$ cat src/rtl/mux2_rr_arbiter.sv
// mux2_rr_arbiter: round-robin arbiter sharing one DATA_W-wide 2:1 select path
// between two requesters and a single valid/ready consumer. A grant is held
// for at most MAX_HOLD accepted beats while the other side is waiting.
// Optional build macro: MUX2_ARB_STATS_EN adds saturating per-requester
// accepted-beat counters on beats0/beats1 (tied to 0 when undefined).
module mux2_rr_arbiter #(
    parameter int DATA_W   = 8,
    parameter int MAX_HOLD = 4   // legal range 1..255
) (
    input  logic              clk,
    input  logic              rst,
    input  logic              req0,
    input  logic [DATA_W-1:0] d0,
    output logic              ack0,
    input  logic              req1,
    input  logic [DATA_W-1:0] d1,
    output logic              ack1,
    output logic [DATA_W-1:0] out1,
    output logic              out_valid,
    input  logic              out_ready,
    output logic              s0,
    output logic              busy,
    output logic [15:0]       beats0,
    output logic [15:0]       beats1
);

    typedef enum logic [1:0] {
        IDLE = 2'd0,
        G0   = 2'd1,
        G1   = 2'd2
    } state_t;

    localparam logic [7:0] HOLD_LAST = 8'(MAX_HOLD - 1);

    state_t     state, state_nxt;
    logic [7:0] hold, hold_nxt;
    logic       last, last_nxt;   // 1 = requester 1 was served last
    logic       granted;
    logic       own_req;
    logic       other_req;
    state_t     other_state;
    logic       xfer;

    // Decode of the current grant; a beat in a reset cycle is never accepted.
    assign granted     = (state != IDLE);
    assign own_req     = (state == G1) ? req1 : req0;
    assign other_req   = (state == G1) ? req0 : req1;
    assign other_state = (state == G1) ? G0 : G1;
    assign xfer        = granted & own_req & out_ready & ~rst;

    assign out_valid = granted & own_req & ~rst;
    assign ack0      = xfer & (state == G0);
    assign ack1      = xfer & (state == G1);
    assign out1      = s0 ? d1 : d0;
    assign busy      = granted;

    // Next-state, hold-budget and last-served pointer decisions.
    always_comb begin
        // NOTE: every signal driven here gets a default first so no path infers a latch.
        state_nxt = state;
        hold_nxt  = hold;
        last_nxt  = last;
        case (state)
            IDLE: begin
                if (req0 && req1) begin
                    state_nxt = last ? G0 : G1;
                end else if (req0) begin
                    state_nxt = G0;
                end else if (req1) begin
                    state_nxt = G1;
                end
            end
            G0, G1: begin
                if (!own_req) begin
                    // Requester released: hand over or go idle.
                    state_nxt = other_req ? other_state : IDLE;
                    hold_nxt  = '0;
                    last_nxt  = (state == G1);
                end else if (xfer) begin
                    if (hold == HOLD_LAST) begin
                        // Budget exhausted: switch if the other side waits,
                        // otherwise keep the grant with a fresh budget.
                        hold_nxt = '0;
                        if (other_req) begin
                            state_nxt = other_state;
                            last_nxt  = (state == G1);
                        end
                    end else begin
                        hold_nxt = hold + 8'd1;
                    end
                end
                // No transfer: backpressure holds state and budget.
            end
            default: begin
                state_nxt = IDLE;
                hold_nxt  = '0;
            end
        endcase
    end

    // State register; s0 is registered so the select only moves on a clock edge.
    always_ff @(posedge clk) begin
        // NOTE: sequential state uses non-blocking assignments to avoid update-order races.
        if (rst) begin
            state <= IDLE;
            s0    <= 1'b0;
            hold  <= '0;
            last  <= 1'b1;
        end else begin
            state <= state_nxt;
            s0    <= (state_nxt == G1);
            hold  <= hold_nxt;
            last  <= last_nxt;
        end
    end

`ifdef MUX2_ARB_STATS_EN
    // Saturating accepted-beat counters, one per requester.
    always_ff @(posedge clk) begin
        if (rst) begin
            beats0 <= '0;
            beats1 <= '0;
        end else begin
            if (ack0 && beats0 != 16'hFFFF) beats0 <= beats0 + 16'd1;
            if (ack1 && beats1 != 16'hFFFF) beats1 <= beats1 + 16'd1;
        end
    end
`else
    assign beats0 = '0;
    assign beats1 = '0;
`endif

endmodule

$ cat config.mk
export PLATFORM = sky130hd
export DESIGN_NAME = mux2_rr_arbiter
export DESIGN_NICKNAME = d
export VERILOG_FILES = /design/src/rtl/mux2_rr_arbiter.sv
export SDC_FILE = /design/constraint.sdc
export NUM_CORES = 1
export LEC_CHECK = 0
export CORE_AREA = 2 2 55 57
export CTS_BUF_LIST = sky130_fd_sc_hd__clkbuf_4
export CTS_CLUSTER_DIAMETER = 80
export DETAILED_ROUTE_END_ITERATION = 16
export DIE_AREA = 0 0 57 59
export GPL_ROUTABILITY_DRIVEN = 0
export MAX_ROUTING_LAYER = met4
export PLACE_DENSITY_LB_ADDON = 0.25
export SLEW_MARGIN = 25
export SYNTH_ARGS = -nofsm -noshare
export SYNTH_HDL_FRONTEND = slang
export SYNTH_SLANG_ARGS = --single-unit
$ cat constraint.sdc
create_clock -name clk -period 4.3 [get_ports clk]
set_input_delay 1.075 -clock clk [delete_from_list [all_inputs] [get_ports clk]]
set_output_delay 1.075 -clock clk [all_outputs]
set_load 0.1 [all_outputs]
# Yosys cells after proc, flatten, opt, wreduce, memory -nomap -nowiden
# Index checks and enable logic that the tools add are counted.
op_classes:
  shift: 0
  multipliers: 0
  reduce_logical: 6
  add_sub_neg: 1
  bitwise: 8
  div: 0
  n_eq_ne: 8
  mux: 22
  magnitude_cmp: 0
ops:
  columns: ["op", "n"]
  rows:
  - ["8-bit two-way mux", 4]
  - ["2-bit two-way mux", 10]
  - ["8-bit case mux with 2 select lines", 1]
  - ["8-bit by 1-bit adder with 8-bit output, second input constant", 1]
  - ["8-bit by 2-bit == test with 1-bit output, second input constant", 1]
  - ["1-bit bitwise AND", 6]
  - ["1-bit two-way mux", 6]
  - ["2-bit by 1-bit != test with 1-bit output, second input constant", 3]
  - ["2-bit == test, second input constant", 2]
  - ["2-bit case mux with 2 select lines", 1]
  - ["4-bit AND reduction", 1]
  - ["3-bit != test, second input constant", 1]
  - ["2-bit by 1-bit == test with 1-bit output, second input constant", 1]
  - ["2-bit logical NOT", 1]
  - ["1-bit inverter", 2]
  - ["2-bit AND reduction", 1]
  - ["2-bit nonzero test", 1]
  - ["2-bit OR reduction", 1]
  - ["1-bit logical AND", 1]
word_totals:
  output_inout_bits: 45
  mem_count: 0
  regBits: 12
  wordCells: 49
  rom_bits: 0
  latchBits: 0
  ramBits: 0
  inputBits: 21

# Depth between registers and ports, before layout
depth:
  ltp_word: 9
  ltp_mapped: 8

# Worst setup path before layout
# Ideal clock, no wire load.
synth_timing:
  kind: "in2out"
  startpoint: "input req1"
  endpoint: "output out_valid"
  slack_ps: 10
  arrival_ps: 3215
  path_stages: 2
  path_buffers: 0
  cell_sequence: "mux2i_1 nor3_1"
synth_via:
  elab_chain_cells: 3
synth_rtl:
  columns: ["element", "line", "source"]
  rows:
  - ["from (decl)", "15", "input logic req1,"]
  - ["1-bit two-way mux", "46", "assign own_req = (state == G1) ? req1 : req0;"]
  - ["1-bit bitwise AND (2 in a row)", "51", "assign out_valid = granted & own_req & ~rst;"]
  - ["to (decl)", "19", "output logic out_valid,"]
# Every way passes these cells.

# Worst setup path after layout
layout_timing:
  startpoint: "input rst"
  endpoint: "output ack1"
layout_via:
  elab_chain_cells: 3
layout_rtl:
  columns: ["element", "line", "source"]
  rows:
  - ["from (decl)", "11", "input logic rst,"]
  - ["1-bit inverter", "49", "assign xfer = granted & own_req & out_ready & ~rst;"]
  - ["1-bit bitwise AND", "49", null]
  - ["1-bit bitwise AND", "53", "assign ack1 = xfer & (state == G1);"]
  - ["to (decl)", "17", "output logic ack1,"]
# Every way passes these cells.

==> results by group <==
Setup path
  – Slowest stage delay, CP: 0.52 ns
  – CP startpoint kind: input port
  – Critical Path AT: ~2.4 ns
  – Critical Path RT: around 3.2 ns
  – Worst Setup End Kind: primary output
  – Setup Crit Path Kind: input port to primary output
  – Crit-path slowest cell: clkdlybuf4s50_1
  – Top delay family on crit path: buffers and inverters
  – CP max FO: 6
  – CP bufs+invs: 2
  – Crit path cell chain: clkdlybuf4s50_1 > nor3b_2 > and3_1 > buf_4

Layout
  – Most frequent cells in the layout: conb_1 (32), clkdlybuf4s50_1 (21), dfxtp_1 (12), buf_4 (12), nor2_1 (11)
  – Layout cells sized above 1: 0.167
  – Fillers: 264
  – Post-layout util: 0.491
  – Most common cell after layout, fill and taps aside: conb_1
  – Layout area overhead: 21.2%
  – Fin area: 1330 µm²
  – Fin nets: 190
  – Fin cells: between 150 and 200
  – Antenna fix cells: 0

Clock network
  – Clock sink total: 12
  – Clk_lat worst skew: 0.27 ns
  – Clk Tree Root Cell: clkbuf_4
  – Hold-fix buffers, CTS: 0
  – Register clock-pin slew on the reported worst setup and hold paths: 0.07 ns
  – Cts repair resizes: 0
  – CTS H-tree lvls: 1
  – CTS Buffer Depth: 2
  – Post-CTS setup buffer count: 0
  – CTS Buf Count: 3
  – CTS tree: yes

Synth
  – Post-synth cell types: 38
  – Post-synth EDFFs: 0
  – #FFs+latches synth: 12
  – Multiplexer area fraction after synthesis: 0.114
  – Mapped Cells: between 100 and 150
  – Ys Warns: 0
  – Synth Area in Simple Gates: 0.185
  – XOR/XNOR Fraction of Synth Area: 0.0559
  – Mapped cell area: ~1100 µm²
  – Syn Area/Cell: 8.57 µm²
  – Top cell type's share of synthesized area: 0.219
  – Synth Flop Type: dfxtp_1
  – Sequential area share after synthesis: 0.219
  – Post-Synth Adder-Cell Area: 0.0684
  – Compound-cell area share of the yosys netlist: 0.111
  – Leading post-synthesis cells by cell area: dfxtp_1 (22%), buf_4 (22%), mux2_2 (8.2%)
  – Async SR Flop Fraction: 0
  – Dominant combinational cell family by area after synthesis: buffers and inverters
  – Synth area leader: dfxtp_1

Detailed routing
  – DRC viols: 0
  – Total number of vias: 936
  – Drt pass-1 iters: 4
  – Starting DRT DRC Count: 52
  – Vias per inst: about 4.8
  – Post-route ant nets: 0
  – Routed len/inst: 12.7 µm
  – Final wirelength: approximately 2400 µm

Die
  – Die Y: 59 µm
  – Die Area: approximately 3400 µm²
  – Core Area: 2710 µm²
  – Initial core utilization: 0.405
  – Io pins: 66
  – Std-Cell Rows: 19
  – Die Width: between 50 and 60 µm

Global route
  – Initial antenna violation count: 0
  – Largest net degree at the start of global routing: 10
  – Number of global-route vias before repair: 784
  – GRT overflow: 0
  – First-pass GRT wire length: 3550 µm
  – GRT Overall Usage: 0.141

Place
  – Hpwl dp: 2010 µm
  – Port Buffers: 33
  – Placed instance area: 1300 µm²
  – Inst Count DP: 189

Job
  – Max_cap viols: 0

Power and ir drop
  – Pwr Total: just over 0.7 mW
  – Lkg Pwr: around 0.59 nW
  – VDD IR max: 0.335 mV
  – Pwr per Cell Area: around 540 nW/µm²

STA
  – Clock skew: 0.00529 ns
  – Fin crit share: 0.808
  – Slew Viols, Final: 0
  – Least-Margin Pin Slew: a little under 1 ns
  – RSZ-0062 raised after global routing: false
  – Final min period: 3.47 ns
  – Final setup fails: 0
  – Headroom to the max-slew limit: 0.357
  – Final Hold Fails: 0
  – F_max: about 290 MHz
  – Setup TNS: 0 ns

Worst hold path
  – Worst Hold Class: flop to flop

Outcome
  – Status: finished clean
[logic make-up after synthesis]
kind of cell             after synthesis
buffers and inverters                 39
AND/OR/NAND/NOR                       35
AO/OA/AOI/OAI                         17
flip-flops                            12
multiplexers                          11
XOR/XNOR                               7
adder cells (fa/ha/maj)                6
other                                  1
[cells in the mapped netlist, types with 3 or more instances]
library cell,n
buf_4,32
dfxtp_1,12
nor2_1,11
mux2_2,8
ha_1,6
xor2_1,6
inv_1,5
nand4_1,5
and3_1,4
nor3_1,3
[power by group]
part | switching, mW | internal [mW] | total (mW) | leakage (nW)
registers | 0.0224 | 0.127 | 0.150 | 0.0974
logic | 0.386 | 0.117 | 0.502 | 0.481
clock network | 0.0346 | 0.0335 | 0.0681 | 0.0154
[final timing paths]
kind             from       to  slack [ns]  cells past startpoint
max               rst     ack1        0.83                      4
min reg2reg   hold[7]  hold[7]        0.54                      2
max reg2reg  state[0]       s0        2.21                      7
min           hold[7]  hold[7]        0.54                      2
[flip-flops by register name, summed over array words and instances, names as in the netlist]
name and cells:
hold 8, state 2, last 1, s0 1
[metal layers]
| layer | global-route usage | share of wire | vias to the layer above |
|---|---|---|---|
| li1 | - | - | 448 |
| met1 | 0.161 | 0.39 | 426 |
| met2 | 0.236 | 0.47 | 60 |
| met3 | 0.0393 | 0.14 | 2 |
| met4 | 0.0532 | 0.0033 | 0 |
| met5 | - | 0 | - |
[through the flow]
step | hold WS, ns | worst slack, ns
after detailed placement | 0.534 | 0.824
after global placement | 0.500 | 0.874
after floorplan | 0.481 | 0.00957
after CTS | 0.551 | 0.831
after global routing | 0.603 | 0.773
final | 0.542 | 0.825
[worst reg2reg max path: stages (launching register included)]
cell and delay (ns):
dfxtp_1 0.40, inv_1 0.11, ha_1 0.27, nor3b_2 0.32, nand4_2 0.24, o311a_1 0.40, o21ai_1 0.16, and2_1 0.14
[final cells by class]
cell class	count	area [µm²]	share of cell area
Clock buffer	3	22.5	0.0169
Clock inverter	1	3.75	0.00282
Inverter	5	18.8	0.0141
Multi-Input combinational cell	108	706	0.531
Sequential cell	12	240	0.181
Tap cell	31	38.8	0.0292
Timing Repair Buffer	33	300	0.226
Power figures use the tool's default switching activity.
